### src/rtl/barrel_shift_pipe.sv
// Pipelined barrel shifter for the ALU shift path: SLL, SRL, SRA and ROL with
// carry-out and zero flags. Stage k applies the 2^k shift and owns one register.
module barrel_shift_pipe #(
   parameter  int WIDTH = 16,
   localparam int SHW   = $clog2(WIDTH)
) (
   input  logic             clk,
   input  logic             rst,
   input  logic             in_valid,
   output logic             in_ready,
   input  logic [WIDTH-1:0] in_data,
   input  logic [SHW-1:0]   shft,
   input  logic [1:0]       op,
   output logic             out_valid,
   input  logic             out_ready,
   output logic [WIDTH-1:0] out_data,
   output logic             out_carry,
   output logic             out_zero
);

   localparam logic [1:0] OP_SLL = 2'b00;
   localparam logic [1:0] OP_SRL = 2'b01;
   localparam logic [1:0] OP_SRA = 2'b10;
   localparam logic [1:0] OP_ROL = 2'b11;

   // Handshake: a transfer happens on a rising edge where valid and ready are
   // both 1; valid never waits for ready, and a stage holds its word until the
   // transfer that empties it, so results stay stable under backpressure.

   logic [SHW-1:0]   v_q;
   logic [WIDTH-1:0] d_q   [SHW];
   logic             c_q   [SHW];
   logic [1:0]       op_q  [SHW-1];
   logic [SHW-1:0]   sh_q  [SHW-1];
   logic             z_q;

   logic [WIDTH-1:0] st_din  [SHW];
   logic [WIDTH-1:0] st_dout [SHW];
   logic [1:0]       st_op   [SHW];
   logic [SHW-1:0]   st_sh   [SHW];
   logic             st_cin  [SHW];
   logic             st_cout [SHW];
   logic             st_vin  [SHW];
   logic [SHW-1:0]   load;

   for (genvar k = 0; k < SHW; k++) begin : g_stage
      localparam int S = 1 << k;
      logic [WIDTH-1:0] dsh;
      logic             csh;

      if (k == 0) begin : g_head
         assign st_din[k] = in_data;
         assign st_op[k]  = op;
         assign st_sh[k]  = shft;
         assign st_cin[k] = 1'b0;
         assign st_vin[k] = in_valid & in_ready;
      end else begin : g_body
         assign st_din[k] = d_q[k-1];
         assign st_op[k]  = op_q[k-1];
         assign st_sh[k]  = sh_q[k-1];
         assign st_cin[k] = c_q[k-1];
         assign st_vin[k] = v_q[k-1];
      end

      // The carry is the last bit to leave; later stages overwrite it only when they shift.
      always_comb begin
         dsh = st_din[k];
         csh = st_cin[k];
         if (st_sh[k][0]) begin
            case (st_op[k])
               OP_SLL: begin
                  dsh = st_din[k] << S;
                  csh = st_din[k][WIDTH-S];
               end
               OP_SRL: begin
                  dsh = st_din[k] >> S;
                  csh = st_din[k][S-1];
               end
               OP_SRA: begin
                  dsh = $unsigned($signed(st_din[k]) >>> S);
                  csh = st_din[k][S-1];
               end
               OP_ROL: begin
                  dsh = {st_din[k][WIDTH-1-S:0], st_din[k][WIDTH-1:WIDTH-S]};
                  csh = st_din[k][WIDTH-S];
               end
            endcase
         end
      end

      assign st_dout[k] = dsh;
      assign st_cout[k] = csh;
   end

   // A stage may load if it, or any stage downstream of it, is empty, or the
   // sink is taking the result; this collapses bubbles in a single cycle.
   always_comb begin
      logic full;
      full = 1'b1;
      load = '0;
      for (int k = SHW - 1; k >= 0; k--) begin
         full    = full & v_q[k];
         load[k] = out_ready | ~full;
      end
   end

   assign in_ready = load[0] & ~rst;

   always_ff @(posedge clk) begin
      if (rst) begin
         v_q <= '0;
         z_q <= 1'b0;
         for (int k = 0; k < SHW; k++) begin
            d_q[k] <= '0;
            c_q[k] <= 1'b0;
         end
         for (int k = 0; k < SHW - 1; k++) begin
            op_q[k] <= '0;
            sh_q[k] <= '0;
         end
      end else begin
         for (int k = 0; k < SHW; k++) begin
            if (load[k]) begin
               v_q[k] <= st_vin[k];
               d_q[k] <= st_dout[k];
               c_q[k] <= st_cout[k];
            end
         end
         // The shift amount moves down one bit per stage so bit 0 is always the current one.
         for (int k = 0; k < SHW - 1; k++) begin
            if (load[k]) begin
               op_q[k] <= st_op[k];
               sh_q[k] <= st_sh[k] >> 1;
            end
         end
         if (load[SHW-1]) begin
            z_q <= (st_dout[SHW-1] == '0);
         end
      end
   end

   logic unused_sh;
   assign unused_sh = ^st_sh[SHW-1][SHW-1:1];

   assign out_valid = v_q[SHW-1];
   assign out_data  = d_q[SHW-1];
   assign out_carry = c_q[SHW-1];
   assign out_zero  = z_q;

endmodule

### config.mk
export PLATFORM = sky130hd
export DESIGN_NAME = barrel_shift_pipe
export DESIGN_NICKNAME = d
export VERILOG_FILES = /design/src/rtl/barrel_shift_pipe.sv
export SDC_FILE = /design/constraint.sdc
export NUM_CORES = 1
export LEC_CHECK = 0
export ABC_AREA = 1
export BUFFER_PORTS_ARGS = -buffer_cell sky130_fd_sc_hd__buf_2
export CAP_MARGIN = 20
export CORE_MARGIN = 2
export CORE_UTILIZATION = 38
export CTS_CLUSTER_SIZE = 30
export DETAILED_ROUTE_END_ITERATION = 8
export SLEW_MARGIN = 40
export SYNTH_ARGS = -nofsm -noshare
export SYNTH_HDL_FRONTEND = slang
export SYNTH_SLANG_ARGS = --single-unit
### constraint.sdc
create_clock -name clk -period 2.34 [get_ports clk]
set_clock_uncertainty 0.15 [all_clocks]
set_input_delay 0.351 -clock clk [delete_from_list [all_inputs] [get_ports clk]]
set_output_delay 0.351 -clock clk [all_outputs]
set_load 0.1 [all_outputs]
* Word-level counts from Yosys, hierarchy flattened
Memory sizes are Yosys's and may differ from the RTL's. Cells that the tools add are included.
Word-level totals: flip-flop bits (word level) 5, bits in writable memories 83, output and inout bits 20, word-level logic and storage cells 106, memories 4
Operators by class: equality and inequality tests 12, muxes and demuxes 44, bitwise logic cells 28, reductions and logical operators 13
Memory list:
- d_q | words 4, bits a word 16, read ports 4, clocked after Yosys merged registers in 0, wr ports 4, line 31 | logic [WIDTH-1:0] d_q [SHW];
- sh_q | words 3, bits a word 3, read ports 3, clocked after Yosys merged registers in 0, wr ports 3, line 34 | logic [SHW-1:0] sh_q [SHW-1];
- op_q | words 3, bits a word 2, read ports 3, clocked after Yosys merged registers in 0, wr ports 3, line 33 | logic [1:0] op_q [SHW-1];
- c_q | words 4, bits a word 1, read ports 4, clocked after Yosys merged registers in 0, wr ports 4, line 32 | logic c_q [SHW];
Operators by type and width (number):
- 16-bit one-hot mux with 4 select lines | 4
- 16-bit two-way mux | 8
- 1-bit two-way mux | 22
- 1-bit bitwise OR | 18
- 2-bit == test (second input constant) | 8
- 16-bit zero test | 1
- 2-bit OR reduction | 8
- 3-bit two-way mux | 3
- 2-bit by 1-bit == test with 1-bit output (second input constant) | 4
- 2-bit zero test | 4
- 1-bit one-hot mux with 2 select lines | 4
- 2-bit two-way mux | 3
- 1-bit AND | 5
- 1-bit inverter | 5

* Logic depth before layout (Yosys ltp)
Gate-level depths: netlist of run 1.
depth after elaboration 9, gate-level depth with buffers 12

* Worst setup path before layout of run 1
Ideal clock, no wire load.
path kind reg-to-reg, start register v_q[3], end memory op_q[1][0] (netlist: op_q[0][2]) (data pin), setup time 138 ps, data arrival time 2285 ps, required time 2052 ps, slack -233 ps, cell stages (with the launch flop) 10, path buffers 2, period minus slack after synthesis 2573 ps, path through dfxtp_1 -> inv_1 -> nor2_4 -> nand2_4 -> nor3_4 -> nor2_2 -> inv_2 -> buf_6 -> buf_6 -> nor2_1
RTL lines:
- start, declared | line 30 | logic [SHW-1:0] v_q;
- start signal, assigned by index | line 124 | v_q[k] <= st_vin[k];
- end, declared | line 33

* Final worst setup path of run 1
start register v_q[3], end output in_ready
Between the ends: word-level cells in the longest chain between the ends 6
Ends and longest elaborated chain:
- 1-bit AND (3 in a row) | line 102 | full = full & v_q[k];
- 1-bit inverter | line 103 | load[k] = out_ready | ~full;
- 1-bit bitwise OR | line 103
- 1-bit AND | line 107 | assign in_ready = load[0] & ~rst;
- end, declared | line 10 | output logic in_ready,
Every way passes these cells.

==> results.toml, run 1 <==
[clocking]
cts_post_setup_buffers_inserted = 0
maximum_level_of_the_cts_h_tree = 3
numCtsBuffers = 9
tritoncts = "built"
clock_tree.buffer_depth = 2
clock_latency_ns = 0.33
clkSinkCount = 85
clockRootBuffer = "clkbuf_16"
clock_edge_transition_at_the_registers_on_the_reported_setup_and_hold_paths_ns = 0.06
ctsHoldBuffers = 0
postCtsResizedCells = 0

[sta]
slew_headroom_pct = 59.3
grt_setup_unrepaired = "no"
report.final.slew_viol_count = 0
actual_slew_at_the_worst_max_slew_pin_ns = 0.610
timing.final.hold_violations = 0
clock.fmax_mhz = 496
setup_ws_ns = 0.322
min_period_over_period_pct = 86.2
timing.setup.tns_ns = 0
min_period_ns = 2.02
report.final.setup_viol = 0

[place]
postPlaceCellArea_sq_um = 5130
pre_cts_slack_ns = 0.339
gp_congestion = 0.879
dpl.hpwl_um = 7340
buffer_ports.inserted = 45

[setup_path]
timing.setup.critical_path_class = "reg2out"
cpMaxStageDelayCell = "dfxtp_2"
critPathRequiredTime_ns = 1.84
critPathMaxFanout = 4
setup.worst_path.end_class = "output port"
worst_setup_path_start_kind = "flip-flop"
timing.critical_path.cells = "inv_1 -> nor2_4 -> nand2_4 -> nor3_4 -> nor2_4 -> buf_2"
crit_path_max_incr_delay_ns = 0.32
crit_arrival_ns = 1.52
cell_repeated_most_along_the_worst_path = "nor2_4"

[grt]
grt_overflow = 0
global_route_wire_length_before_repair_um = 16300
antenna_violations_before_repair = 0
grt_start_max_net_pins = 30
first_global_vias = 3634
global_route.usage.total_pct = 15.2

[synth]
mappedNetlistNets = 568
syn_avg_cell_area_sq_um = 8.96
ys_ff_latch = 85
yosys_warnings = 0
synthAdderAreaFrac_pct = 4.25
synth_compound_gate_area_share_pct = 17.0
xor_and_xnor_area_share_after_synthesis_pct = 0
synth_top_family_by_area = "simple AND/OR/NAND/NOR gates"
cell_area_after_synthesis_sq_um = 4710
post_synth_and_or_nand_nor_area_fraction_pct = 18.0
synth_cells = 526
synth.lib_cells_used.distinct = 29
synthMuxAreaShare_pct = 0
synth_seq_area_share_pct = 53.1

[drt]
drt_pre_antenna_iters = 7
ant_nets = 0
drt-initial-drc-count = 260
vias_per_cell = 5.01
routed_wl_um = 9790
wire_per_inst_um = 13.2
via_count = 3728
drcViolationCount = 0

[run_status]
run_status = "complete, no violations"

[layout]
multi_input_area_sq_um = 1860
final_net_count = 614
post-route-cell-area_sq_um = 5460
layout-drive-gt1-share_pct = 14.8
filler_cell_count = 1166
area_delta_synth_final_pct = 15.9
antennaDiodeCount = 0
sequential_cell_area_sq_um = 2500

[floorplanning]
die_h_um = 115
dieArea_sq_um = 13300
die_x_um = 115
initial_core_util_pct = 39.1
num_rows = 40
io_pins = 46
core_area_sq_um = 12100

[power_and_ir_drop]
power.switching_w = 0.00104
switching_share_pct = 26.0
internal_power_w = 0.00296
share_clk_of_total_power_pct = 39.6
pwr-share-seq_pct = 45.7
power.combinational.fraction_pct = 14.8
power_density_nw_per_um2 = 732
leakagePower_nw = 2.30
worst_ir_drop_vdd_v = 0.000284

[run]
maxCapViolCount = 0

[min_path]
hp-class = "in2reg"
[worst max-delay path: cells and delay by family (launching register included)]
kind | cells | cell delay (ns)
flops | 1 | 0.32
simple gates | 4 | 0.52
buf+inv | 2 | 0.36
[synth_stat cells]
cell       n  share of area [%]
nand2_4    1               0.24
nand2_1   95                7.6
nor3b_1   14                2.2
dfxtp_1    5                2.1
nand3_1   13                1.4
a31oi_1    6               0.80
clkinv_1   1              0.080
a221oi_1   4               0.74
o32ai_1   12                2.2
nor2_1    60                4.8
ha_1      16                4.2
nor2_4     1               0.24
buf_6      2               0.48
nor2_2     2               0.27
or2_2      1               0.13
clkbuf_1  10               0.80
buf_4      3               0.48
edfxtp_1  80                 51
o21bai_1   4               0.64
inv_1     59                4.7
nor3_1     5               0.53
buf_2      8               0.85
nand3b_1   1               0.16
nor3_4     1               0.35
nand2_2    1               0.13
a21oi_1   73                7.8
o22ai_1    5               0.66
o21ai_0   39                4.1
inv_2      4               0.32
[flip-flops by register name, summed over array words and instances (netlist names)]
name,cells
out_zero,1
v_q,4
op_q,6
d_q,64
sh_q,6
c_q,4
[area by class of cell]
type                    instances  share of cell area (%)
clock buffers                  10                    4.19
repair buffers                 58                    5.91
well taps                     168                    3.85
flip-flops and latches         85                    45.8
inverters                      64                    4.40
multi-input cells             354                    34.0
clock inverters                 5                    1.83
[cells in the final DEF, fill, tap and decap left out]
cell type	netlist	layout
buf_2	8	45
nor3b_1	14	14
a21oi_1	73	73
nor2_4	1	2
clkinv_1	1	1
bufinv_16	0	3
o21ai_0	39	39
nand2_4	1	1
nor2_2	2	2
inv_2	4	4
nand2_1	95	95
buf_4	3	13
inv_1	59	59
a221oi_1	4	4
ha_1	16	16
o22ai_1	5	5
dfxtp_1	5	4
dfxtp_2	0	1
nand2_2	1	1
edfxtp_1	80	80
nand3b_1	1	1
o21bai_1	4	4
nor3_1	5	5
a31oi_1	6	6
nor3_4	1	1
clkbuf_16	0	9
clkinv_2	0	2
nor2_1	60	59
o32ai_1	12	12
clkbuf_1	10	1
or2_2	1	1
nand3_1	13	13
[metrics by stage]
stage	util, %	hold WS (ns)	power [W]	cells
after floorplan	-	0.270	0.00230	526
after global placement	42.5	0.313	0.00243	729
after detailed placement	42.6	0.307	0.00244	729
after CTS	45.3	0.0793	0.00402	744
after global routing	45.3	0.103	0.00414	744
final	45.3	0.0854	0.00400	744
[power groups by stage]
stage | sequential, W | combinational (W) | clock, W
finish | 0.00182 | 0.000590 | 0.00158
global placement | 0.00186 | 0.000577 | 0
CTS | 0.00183 | 0.000587 | 0.00161
detailed placement | 0.00186 | 0.000585 | 0
global route | 0.00184 | 0.000645 | 0.00166
floorplan | 0.00199 | 0.000309 | 0
[cell families after synthesis]
family | after synthesis
simple gates | 195
compound gates | 143
buf+inv | 87
flops | 85
fa+ha+maj | 16
[path summary, 6_finish.rpt]
check	start	to	slack, ns	cells after the start
max	v_q[3]	in_ready	0.32	6
min	in_valid	v_q[0]	0.09	3
max reg2reg	op_q[0][2]	d_q[2][7]	0.37	6
min reg2reg	out_zero	out_zero	0.31	2
[layer usage]
| layer | GRT usage (%) | routed length, um |
|---|---|---|
| met3 | 3.00 | 476 |
| met2 | 27.3 | 4920 |
| met5 | 0 | 0 |
| met1 | 16.8 | 4050 |
| met4 | 8.19 | 342 |
Note: power is estimated with default switching activity, not from simulation.
==> run 2, diff against run 1 <==
PLACE_DENSITY = 0.53   (was unset)
clock period = 1.9 ns   (was 2.34 ns; I/O delays follow)
==> run 2 against run 1 <==
Net effect: count of clock-buffer cells in the layout down 1; wire length rose by 4.0%; core utilization rose by 1.5 points; register-to-register slack worse by 0.36 ns; clock power grew 19%; combinational power up 32%; flip-flop and latch count stayed put; worst hold slack worse by 0.079 ns; first-iteration DRC count fell by 22%; die area unchanged; global-route usage grew 1.2 points; via count is 1.4% higher; critical endpoint is now out_zero; largest power group unchanged.
==> results.toml, run 2 (same netlist as run 1, synthesis figures left out) <==
[power_and_ir_drop]
leakagePower_nw = 2.38
worst_ir_drop_vdd_v = 0.000386
power_density_nw_per_um2 = 870

[drt]
vias_per_cell = 4.98
via_count = 3781
drt_pre_antenna_iters = 4
drt-initial-drc-count = 202
routed_wl_um = 10200
wire_per_inst_um = 13.4
drcViolationCount = 0
ant_nets = 0

[layout]
layout_common_cells = "nand2_1 (93), edfxtp_1 (80), a21oi_1 (73), nor2_1 (57), inv_1 (56)"
largest_register_ff_count = 64
final_util_pct = 46.8
multi_input_area_sq_um = 1900
antennaDiodeCount = 0
area_delta_synth_final_pct = 19.7
sequential_cell_area_sq_um = 2510
final_net_count = 629
layout.cells.most_common = "nand2_1"
largest_register = "d_q"
biggestRegsByFlops = "d_q x64, op_q x6, sh_q x6"
layout-drive-gt1-share_pct = 18.8
filler_cell_count = 1143
post-route-cell-area_sq_um = 5640

[grt]
grt_start_max_net_pins = 30
global_route_wire_length_before_repair_um = 17000
grt_overflow = 0
global_route.usage.total_pct = 16.3
antenna_violations_before_repair = 0
first_global_vias = 3658

[setup_path]
crit-reg2reg-launch = "op_q[0][4]"
worst_setup_path_start_kind = "flip-flop"
regToRegSetupSlack_ns = 0.01
reg2reg_to = "out_zero"
worstSetupEndpoint = "out_zero"
critPathMaxFanout = 8
setup.worst_path.end_class = "flip-flop"
crit_path_start = "op_q[0][4]"
crit_arrival_ns = 2.03
worst_r2r_path_depth = 8
timing.setup.critical_path_class = "reg2reg"
critPathRequiredTime_ns = 2.04

[min_path]
hp-class = "in2reg"

[sta]
report.final.setup_viol = 0
actual_slew_at_the_worst_max_slew_pin_ns = 0.487
whs_ns = 0.00603
timing.setup.tns_ns = 0
timing.final.hold_violations = 0
report.final.slew_viol_count = 0
grt_setup_unrepaired = "yes"
min_period_ns = 1.89
slew_headroom_pct = 67.8
clock.fmax_mhz = 529
min_period_over_period_pct = 99.5

[floorplanning]
core_area_sq_um = 12100
initial_core_util_pct = 39.1
num_rows = 40
dieArea_sq_um = 13300
die_x_um = 115
die_h_um = 115
io_pins = 46

[clocking]
clock_latency_ns = 0.34
clock_edge_transition_at_the_registers_on_the_reported_setup_and_hold_paths_ns = 0.06
maximum_level_of_the_cts_h_tree = 3
clockRootBuffer = "clkbuf_16"
ctsHoldBuffers = 0
clkSinkCount = 85
numCtsBuffers = 9
tritoncts = "built"
clock_tree.buffer_depth = 2

[place]
buffer_ports.inserted = 45
dpl.hpwl_um = 7880
gp_congestion = 0.858
postPlaceCellArea_sq_um = 5220

[run_status]
run_status = "complete, no violations"

[run]
maxCapViolCount = 0
==> run 2: cell types whose count changed in the layout (fill, tap and decap cells not counted), sizes merged <==
| cell | change |
|---|---|
| buf | +15 |
| bufinv | -1 |
| clkbuf | -1 |
| clkinv | -1 |
| clkinvlp | +2 |
| inv | +2 |
==> run 2: repair_timing <==
item,in CTS,in global routing
pin swaps,2,4
gates cloned,0,0
gates resized for setup,5,12
endpoints found under the hold margin,0,0
buffers inserted,2,3
setup endpoints to repair,2,22
==> run 2: through the flow <==
stage	setup slack, ns	total power [W]	instances
after CTS	0.000465	0.00492	757
after global routing	-0.149	0.00511	760
final	0.0104	0.00491	760
after detailed placement	-0.0317	0.00303	739
after floorplan	-0.0369	0.00283	526
after global placement	-0.0196	0.00303	739
==> run 2: worst min-delay path by stage <==
stage	start	end	slack [ns]	depth (start not counted)
6_report	in_valid	v_q[0]	0.006	3
5_1_grt	in_valid	v_q[0]	0.02	3
4_1_cts	in_valid	v_q[0]	0.001	3
3_5_place_dp	v_q[2]	v_q[3]	0.32	2
3_3_place_gp	v_q[2]	v_q[3]	0.32	2
2_1_floorplan	rst	v_q[2]	0.20	1
==> run 2: layout make-up <==
cell class / instances / share of cell area, %
Timing Repair Buffer: 73 / 8.21
Clock buffer: 9 / 3.99
Tap cell: 168 / 3.73
Sequential cell: 85 / 44.4
Inverter: 64 / 4.26
Multi-Input combinational cell: 354 / 33.7
Clock inverter: 7 / 1.71
==> run 2: power breakdown <==
part	switching, W	total, W	leakage (nW)	internal [W]
combinational	0.000549	0.000780	1.25	0.000231
clock	0.000725	0.00188	0.150	0.00116
sequential	0.0000713	0.00224	0.975	0.00217
==> run 2: worst max-delay path, cell delays in order, from the launching register on <==
cell,delay (ns)
edfxtp_1,0.43
ha_1,0.28
nor2_1,0.16
nand2_2,0.15
a31oi_1,0.22
nand3_1,0.17
nor2_1,0.13
nand2_1,0.08
nand2_1,0.07
==> run 2: layer usage <==
layer / up-vias / GRT usage, % / routed length (um)
li1: 1933 / - / -
met4: 0 / 7.71 / 263
met5: - / 0 / 0
met1: 1736 / 17.5 / 4100
met3: 19 / 2.11 / 288
met2: 93 / 31.4 / 5530
